===== src/rtl/serial_adder.sv =====
// Bit-serial adder/subtractor: operands are latched on start and summed LSB-first
// through one full-adder cell, publishing sum/cout with a one-cycle done pulse.
module serial_adder #(
    parameter int WIDTH = 8
) (
    input  logic             clk,
    input  logic             rst_n,
    input  logic             start,
    input  logic             sub,
    input  logic [WIDTH-1:0] a,
    input  logic [WIDTH-1:0] b,
    input  logic             cin,
    output logic             busy,
    output logic             done,
    output logic [WIDTH-1:0] sum,
    output logic             cout
);

    localparam int CW = $clog2(WIDTH + 1);

    typedef enum logic [1:0] {
        IDLE,
        RUN,
        DONE
    } state_t;

    state_t           state_q, state_d;
    logic [WIDTH-1:0] a_q, a_d;
    logic [WIDTH-1:0] b_q, b_d;
    logic [WIDTH-1:0] res_q, res_d;
    logic [WIDTH-1:0] sum_q, sum_d;
    logic             carry_q, carry_d;
    logic             cout_q, cout_d;
    logic [CW-1:0]    cnt_q, cnt_d;
    logic             bitSum;
    logic [WIDTH:0]   resShift;

    always_ff @(posedge clk or negedge rst_n) begin
        if (!rst_n) begin
            state_q <= IDLE;
            a_q     <= '0;
            b_q     <= '0;
            res_q   <= '0;
            sum_q   <= '0;
            carry_q <= 1'b0;
            cout_q  <= 1'b0;
            cnt_q   <= '0;
        end else begin
            state_q <= state_d;
            a_q     <= a_d;
            b_q     <= b_d;
            res_q   <= res_d;
            sum_q   <= sum_d;
            carry_q <= carry_d;
            cout_q  <= cout_d;
            cnt_q   <= cnt_d;
        end
    end

    always_comb begin
        state_d  = state_q;
        a_d      = a_q;
        b_d      = b_q;
        res_d    = res_q;
        sum_d    = sum_q;
        carry_d  = carry_q;
        cout_d   = cout_q;
        cnt_d    = cnt_q;
        bitSum   = a_q[0] ^ b_q[0] ^ carry_q;
        // Widened by one bit so the shift-in also works when WIDTH is 1.
        resShift = {bitSum, res_q};

        case (state_q)
            IDLE: begin
                if (start) begin
                    a_d     = a;
                    b_d     = sub ? ~b : b;
                    carry_d = sub ? 1'b1 : cin;
                    cnt_d   = '0;
                    state_d = RUN;
                end
            end
            RUN: begin
                a_d     = a_q >> 1;
                b_d     = b_q >> 1;
                carry_d = (a_q[0] & b_q[0]) | (a_q[0] & carry_q) | (b_q[0] & carry_q);
                res_d   = resShift[WIDTH:1];
                cnt_d   = cnt_q + CW'(1);
                if (cnt_q == CW'(WIDTH - 1)) begin
                    state_d = DONE;
                    sum_d   = resShift[WIDTH:1];
                    cout_d  = carry_d;
                end
            end
            DONE: begin
                state_d = IDLE;
            end
            default: begin
                state_d = IDLE;
            end
        endcase
    end

    assign busy = (state_q == RUN);
    assign done = (state_q == DONE);
    assign sum  = sum_q;
    assign cout = cout_q;

endmodule

===== config.mk =====
export PLATFORM = sky130hd
export DESIGN_NAME = serial_adder
export DESIGN_NICKNAME = d
export VERILOG_FILES = /design/src/rtl/serial_adder.sv
export SDC_FILE = /design/constraint.sdc
export NUM_CORES = 1
export LEC_CHECK = 0
export ABC_AREA = 1
export BUFFER_PORTS_ARGS = -buffer_cell sky130_fd_sc_hd__buf_2
export CORE_ASPECT_RATIO = 1.75
export CORE_MARGIN = 5
export CORE_UTILIZATION = 55
export CTS_CLUSTER_SIZE = 30
export DETAILED_ROUTE_END_ITERATION = 7
export PLACE_DENSITY_LB_ADDON = 0.12
export SKIP_LAST_GASP = 1
export SLEW_MARGIN = 20
export SYNTH_ARGS = -nofsm -noshare
export SYNTH_HDL_FRONTEND = slang
export SYNTH_SLANG_ARGS = --single-unit

===== constraint.sdc =====
create_clock -name clk -period 1.5 [get_ports clk]
set_clock_uncertainty 0.05 [all_clocks]
set_input_delay 0.15 -clock clk [delete_from_list [all_inputs] [get_ports clk]]
set_output_delay 0.15 -clock clk [all_outputs]
set_load 0.01 [all_outputs]

==> results.md, run 1 <==
* Initial antenna violation count at 0
* Worst EP required at 1.30 ns
* Final setup fails at 0
* Core area at 3180 µm²
* Via count at 1503
* Most instantiated library cell after synthesis: nand2_1
* Fillcell total at 306
* Nets at 279
* Top cells by area, synth: dfrtp_1 (54%), nand2_1 (20%), nand3_1 (11%), buf_6 (2.5%), inv_1 (2.5%)
* Asr flop ratio synth at 100%
* Clock power frac at 21.8%
* Fin crit period at 1.39 ns
* Pleak at 1.15 nW
* RePlAce Congestion at 0.762
* N_diodes at 0
* Gr usage total at 18.7%
* TritonCTS buffer count at 5
* Least-Margin Pin Slew at 0.482 ns
* Area of the multi-input gates at 709 µm²
* Remaining antenna violation count at 0
* RSZ-0062 raised after global routing: false
* Crit path launch: state_q[1]
* Top_reg_cell synth: dfrtp_1
* Yosys top cell by area: dfrtp_1
* Die Ht at 86.0 µm
* Final setup TNS at 0 ns
* Critical Path Fanout Max at 16
* Syn Inst Count at 221
* Period utilization at 92.5%
* Area growth syn-to-layout at 16.9%
* DRC at 0
* Post-synth cell types at 20
* GR Overflow Total at 0
* CTS tree: done
* Synth Register Bits at 39
* Hpwl dp at 2620 µm
* Final max-slew violation count at 0
* Post-synth EDFFs at 0
* Row cnt at 27
* Seq/Total Area, Yosys at 53.8%
* Mapped Area at 1810 µm²
* Non-Filler Instances at 300
* Vias per inst at 5.01
* DR iter-0 viols at 49
* Die width at 53.4 µm
* FF/Latch Area at 976 µm²
* CTS Buffer Depth at 2
* Part of the power in registers at 44.1%
* Hold Path Stages at 3
* Fmax achieved at 720 MHz
* Largest net degree at the start of global routing at 40
* CTS H-tree depth at 2
* Post-synth top area share at 53.8%
* DIE AREA at 4590 µm²
* First-pass GRT wire length at 6420 µm
* Hold Startpoint: a[3]
* Net Sw Frac at 36.5%
* WS Path Type: register to output port
* Outcome: completed
* Internal power at 2.58 mW
* CTS Sinks at 39
* Reg2reg path depth at 6
* Root buf cell: clkbuf_8
* Starting Density at 57.1%
* Type of the tightest min-delay check: primary input to register
* Critical R2R Launch: cnt_q[0]
* Crit. End Element: output port
* Final hold violations at 0
* I/O pin cnt at 32
* Ratio of cells with drive above 1 in the final layout at 20.2%
* Number of port buffers at 31
* Routed WL at 3560 µm
* Startpoint Class: register
* Worst-path clk slew at 0.07 ns
* Comb pwr share at 34.1%
* Sw power at 1.48 mW
* Worst-Skew Late Latency at 0.28 ns
* Power Dens Cells at 1910 nW/µm²
* Most frequent cells after synthesis: nand2_1 (97), dfrtp_1 (39), nand3_1 (39), inv_1 (12), o21ai_0 (7)
* Mapped Nets at 244
* Peak VDD IR at 1.13 mV
* Inst Count DP at 291
* Vias in the first global route at 1454
* Routed WL per cell at 11.9 µm
* MaxCap Viol Count at 0
* 1st-pass router iterations at 4
* Max-slew headroom at 67.9%
* Arrival @ worst endpoint at 1.19 ns
* Synth warnings at 0
* Avg Inst Size Synth at 8.21 µm²
-- registers in the layout, indices dropped and copies added (netlist names) --
name,flops
a_q,8
res_q,7
b_q,8
cout,1
state_q,2
cnt_q,4
sum,8
carry_q,1
-- per-layer routing --
metal,wire (µm),GRT usage (%),up-vias,part of all wire (%)
li1,-,-,767,-
met1,1450,21.5,698,41
met2,1910,33.0,34,54
met3,153,3.30,4,4.3
met4,44,7.67,0,1.2
met5,0,0,-,0
-- logic make-up after synthesis --
group | count (synthesis) | share of synthesized area (%)
simple gates | 145 | 34.1
compound gates | 10 | 2.76
xor+xnor | 1 | 0.483
flops | 39 | 53.8
buf+inv | 24 | 7.10
fa+ha+maj | 2 | 1.79
-- critical path, stage by stage (launching register included) --
cell and delay [ns]:
dfrtp_1 0.39, inv_2 0.09, nand2_4 0.12, inv_6 0.15, buf_2 0.16
-- per-stage QoR --
step                      util [%]  hold slack (ns)  cell area [µm²]  power, mW  worst slack [ns]
after floorplan                  -           -0.196             1810       2.81             0.362
after global placement        62.7            0.182             1990       3.17             0.284
after detailed placement      62.7            0.184             1990       3.20             0.243
after CTS                     66.7           0.0292             2120       4.10            0.0713
after global routing          66.8           0.0411             2120       4.40            0.0174
final                         66.8           0.0315             2120       4.06             0.112
-- power groups by stage --
stage | registers (mW) | logic [mW] | clock network, mW
2_1_floorplan | 1.81 | 1.01 | 0
3_5_place_dp | 1.81 | 1.39 | 0
6_report | 1.79 | 1.38 | 0.883
4_1_cts | 1.79 | 1.41 | 0.904
3_3_place_gp | 1.81 | 1.36 | 0
5_1_grt | 1.85 | 1.60 | 0.947
-- layout by cell type, fill, tap and decap left out --
| cell type | Yosys | routed |
|---|---|---|
| nand2_4 | 1 | 1 |
| ha_1 | 1 | 1 |
| o21ai_0 | 7 | 7 |
| clkinv_2 | 0 | 1 |
| buf_4 | 0 | 5 |
| buf_2 | 5 | 31 |
| inv_2 | 2 | 2 |
| nand4_1 | 1 | 1 |
| fa_1 | 1 | 1 |
| o21ai_1 | 3 | 3 |
| nand2_1 | 97 | 97 |
| inv_6 | 0 | 1 |
| clkbuf_8 | 0 | 6 |
| dlygate4sd3_1 | 0 | 1 |
| inv_1 | 12 | 12 |
| nand2_2 | 1 | 1 |
| xnor2_1 | 1 | 1 |
| nor2_4 | 1 | 1 |
| dfrtp_1 | 39 | 39 |
| nor2_2 | 1 | 1 |
| bufinv_16 | 0 | 1 |
| or2_2 | 1 | 1 |
| nand3_1 | 39 | 39 |
| nor2_1 | 3 | 3 |
-- cell type report --
type,instances,area share [%]
Clock inverter,2,1.65
Clock buffer,6,3.89
Sequential cell,39,46.0
Multi-Input combinational cell,158,33.5
Timing Repair Buffer,37,9.56
Tap cell,43,2.54
Inverter,15,2.89
-- path summary, 6_finish.rpt --
| kind | end | slack (ns) |
|---|---|---|
| hold / removal | a_q[3] | 0.03 |
| max in group asynchronous | a_q[1] | 0.65 |
| setup / recovery | busy | 0.11 |
| hold reg to reg | sum[3] | 0.42 |
| setup reg to reg | sum[7] | 0.23 |
| min in group asynchronous | sum[2] | 0.41 |
-- repair_timing --
item	in CTS	in global routing
setup endpoints to repair	0	1
hold buffers	1	0
resized for setup	0	1
hold endpoints to repair	39	0
buffers inserted	0	0
Note: power is estimated with default switching activity, not from simulation.
==> run 2: changes to the inputs <==
Settings changed: CORE_UTILIZATION 55 to 59.
Clock period 1.5 ns to 1.7 ns, I/O delays scaled along.
==> run 2 against run 1 <==
  * Clock power increased by 2.3%
  * Final cell count decreased by 0.67%
  * Combinational power decreased by 12%
  * Register-to-register slack improved by 0.18 ns
  * Die area decreased by 5.8%
  * Worst setup slack improved by 0.11 ns
  * Critical endpoint unchanged
  * Final area increased by 0.18%
  * First-iteration DRC count decreased by 43%
  * Non-clock buffer count decreased by 1
==> results.md, run 2 (same netlist as run 1, synthesis figures left out) <==
* Remaining antenna violation count at 0
* Commonest non-fill, non-tap cell in the layout: nand2_1
* Area of the multi-input gates at 709 µm²
* Vias per inst at 5.03
* Hold Startpoint: a[3]
* Type of the tightest min-delay check: primary input to register
* CTS tree: done
* RSZ-0062 raised after global routing: false
* Pleak at 1.15 nW
* Number of port buffers at 31
* Area post-placement at 1980 µm²
* Critical Path Fanout Max at 17
* Period utilization at 87.0%
* CTS Sinks at 39
* Startpoint Class: register
* DIE AREA at 4330 µm²
* Peak VDD IR at 1.31 mV
* Core area at 2960 µm²
* Crit. End Element: output port
* Outcome: completed
* Critical R2R Launch: state_q[1]
* WS Path Type: register to output port
* Die width at 51.9 µm
* TritonCTS buffer count at 5
* Most frequent cells in the layout: nand2_1 (97), nand3_1 (39), dfrtp_1 (39)
* Root buf cell: clkbuf_8
* Gr usage total at 19.7%
* Fin crit period at 1.48 ns
* Worst-Skew Late Latency at 0.29 ns
* Largest net degree at the start of global routing at 40
* MaxCap Viol Count at 0
* DR iter-0 viols at 28
* Arrival @ worst endpoint at 1.26 ns
* Die Ht at 83.4 µm
* CTS Buffer Depth at 2
* 1st-pass router iterations at 4
* First-pass GRT wire length at 6540 µm
* Final setup TNS at 0 ns
* Cts repair resizes at 0
* Least-Margin Pin Slew at 0.469 ns
* Hold Path Stages at 3
* Worst-path clk slew at 0.08 ns
* Nets at 278
* CTS H-tree depth at 2
* Routed WL per cell at 12.2 µm
* DRC at 0
* Routed WL at 3650 µm
* Power Dens Cells at 1740 nW/µm²
* Hold EP: a_q[3]
* Ratio of cells with drive above 1 in the final layout at 19.5%
* Final hold violations at 0
* Power consumption at 3.69 mW
* Post-CTS setup buffer count at 0
* Fmax achieved at 676 MHz
* Final max-slew violation count at 0
* Via count at 1498
* N_diodes at 0
* Worst EP required at 1.48 ns
* Initial antenna violation count at 0
* R2R setup slack at 0.41 ns
* Area growth syn-to-layout at 17.1%
* Vias in the first global route at 1522
* Reg2reg path depth at 6
* Final Cell Area at 2120 µm²
* Reg2reg end: a_q[5]
* Max-slew headroom at 68.7%
* RePlAce Congestion at 0.727
* Row cnt at 26
* I/O pin cnt at 32
* FF/Latch Area at 976 µm²
* CTS Hold Bufs at 1
* Starting Density at 61.3%
* Hpwl dp at 2550 µm
* Final setup fails at 0
* GR Overflow Total at 0
* Fillcell total at 260
==> run 2: worst max path at each step <==
stage | from | endpoint | slack (ns)
2_1_floorplan | a_q[0] | res_q[7] | 0.56
3_3_place_gp | state_q[1] | a_q[2] | 0.45
3_5_place_dp | state_q[1] | a_q[1] | 0.42
4_1_cts | state_q[1] | busy | 0.20
5_1_grt | state_q[1] | busy | 0.12
6_report | state_q[1] | busy | 0.22
==> run 2: final cells by class <==
class                      instances  area share (%)
clock inverter                     2            2.83
tap                               42            2.47
clock buffer                       6            3.42
sequential                        39            45.9
timing repair buffer              36            9.19
inverter                          15            2.77
multi-input combinational        158            33.4
==> run 2: where the power goes <==
part	leakage (nW)	total, mW	internal [mW]	switching (mW)
logic	0.590	1.22	0.458	0.757
clock network	0.0654	0.903	0.587	0.317
registers	0.496	1.57	1.32	0.250
total	1.15	3.69	2.37	1.32
==> run 2: stage by stage <==
step | hold slack, ns | setup slack (ns) | cells | utilization, %
after CTS | 0.0152 | 0.204 | 298 | 71.8
after global placement | 0.200 | 0.452 | 289 | 66.9
after global routing | 0.0162 | 0.116 | 298 | 71.8
after detailed placement | 0.196 | 0.424 | 289 | 66.9
after floorplan | -0.176 | 0.562 | 221 | -
final | 0.0292 | 0.221 | 298 | 71.8
==> run 2: worst max-delay path, stage by stage (launching register included) <==
cell and delay [ns]:
dfrtp_1 0.39, inv_2 0.09, nand2_4 0.13, inv_4 0.19, buf_2 0.17
==> run 2: metal layers <==
layer / global-route usage (%) / vias up / wire, µm
li1: - / 768 / -
met1: 22.9 / 684 / 1500
met2: 33.1 / 40 / 1900
met3: 4.48 / 6 / 175
met4: 9.31 / 0 / 70
met5: 0 / - / 0
==> run 3: changes to the inputs <==
Settings changed: CORE_MARGIN 5 to 3.
==> run 3 against run 2 <==
  * Fmax down 4.4%
  * Register-to-register slack got worse by 0.05 ns
  * Hold slack worse by 0.0024 ns
  * Final cell count shrank 5.0%
==> results.md, run 3 (same netlist as run 1, synthesis figures left out) <==
* Metal2 WL at 1700 µm
* Outcome: completed
* MaxCap Viol Count at 0
* Startpoint Class: register
* Type of the tightest min-delay check: primary input to register
* Largest net degree at the start of global routing at 40
* Die width at 47.9 µm
* I/O pin cnt at 32
* Root buf cell: clkbuf_8
* Area growth syn-to-layout at 14.9%
* Fin crit period at 1.55 ns
* 1st-pass router iterations at 4
* Fmax achieved at 647 MHz
* GR Overflow Total at 0
* Most frequent cells in the layout: nand2_1 (97), nand3_1 (39), dfrtp_1 (39)
* Least-Margin Pin Slew at 0.474 ns
* Final max-slew violation count at 0
* Critical Path Fanout Max at 27
* Core area at 2930 µm²
* Final worst setup slack at 0.154 ns
* Met1 WL at 1420 µm
* Number of port buffers at 31
* Starting Density at 62.0%
* Gr usage total at 20.7%
* Period utilization at 91.0%
* Hpwl dp at 2360 µm
* Peak VDD IR at 1.10 mV
* Max-slew headroom at 68.4%
* Crit. End Element: output port
* Die Ht at 79.4 µm
* Worst EP required at 1.48 ns
* Remaining antenna violation count at 0
* DR iter-0 viols at 38
* RePlAce Congestion at 0.804
* Detail Route met3 WL at 167 µm
* Via count at 1487
* CTS Buffer Depth at 2
* Pleak at 1.14 nW
* WS Path Type: register to output port
* Initial antenna violation count at 0
* DRC at 0
* Final setup TNS at 0 ns
* Post-CTS setup buffer count at 0
* Worst-Skew Late Latency at 0.29 ns
* Commonest non-fill, non-tap cell in the layout: nand2_1
* First-pass GRT wire length at 5780 µm
* Routed WL per cell at 11.8 µm
* Vias per inst at 5.25
* Area post-placement at 1960 µm²
* Min Hold Slack at 0.0268 ns
* Ratio of cells with drive above 1 in the final layout at 19.6%
* Final hold violations at 0
* RSZ-0062 raised after global routing: false
* N_diodes at 0
* Vias in the first global route at 1364
* Routed WL at 3350 µm
* Dpl ws at 0.359 ns
* CTS tree: done
* Arrival @ worst endpoint at 1.33 ns
* CTS H-tree depth at 2
* Layout Utilization at 71.2%
* Worst-path clk slew at 0.07 ns
* Row cnt at 26
* Power Dens Cells at 1690 nW/µm²
* TritonCTS buffer count at 5
* Top sig layer: met4
* DIE AREA at 3800 µm²
* Nets at 277
* Final setup fails at 0
* Final Cell Area at 2080 µm²
* CTS Sinks at 39
==> run 3: where the power goes <==
part	total, mW	internal [mW]	switching, mW
registers	1.58	1.32	0.256
clock network	0.787	0.475	0.312
logic	1.16	0.442	0.722
total	3.53	2.24	1.29
==> run 3: through the flow <==
step	cells	power (mW)
final	283	3.53
after global routing	283	3.85
after CTS	283	3.56
after floorplan	221	2.48
after global placement	274	2.74
after detailed placement	274	2.77
==> run 3: worst paths after layout <==
kind,from,endpoint,slack (ns),cells after the start
setup / recovery,state_q[1],busy,0.15,4
hold / removal,a[7],a_q[7],0.03,3
setup reg to reg,state_q[1],sum[4],0.36,6
hold reg to reg,sum[0],sum[0],0.42,2
max in group asynchronous,rst_n,res_q[5],0.85,3
min in group asynchronous,rst_n,sum[0],0.41,3
==> run 3: per-layer routing <==
| metal | global-route usage [%] | vias to the layer above |
|---|---|---|
| li1 | - | 761 |
| met1 | 26.7 | 676 |
| met2 | 32.9 | 42 |
| met3 | 4.76 | 8 |
| met4 | 7.28 | 0 |
| met5 | 0 | - |
==> run 3: timing repair <==
item	CTS	global route
hold buffers	1	0
hold endpoints to repair	39	0
resized for setup	0	0
==> run 3: area by class of cell <==
| cell class | instances | area [µm²] |
|---|---|---|
| clock buffer | 6 | 82.6 |
| clock inverter | 2 | 35.0 |
| fill | 262 | 843 |
| inverter | 15 | 58.8 |
| timing repair buffer | 35 | 188 |
| sequential | 39 | 976 |
| multi-input combinational | 158 | 709 |
| tap | 28 | 35.0 |
==> run 3: worst max-delay path, stage by stage (launching register included) <==
cell and delay [ns]:
dfrtp_1 0.39, inv_2 0.08, nand2_4 0.13, inv_4 0.25
buf_2 0.19
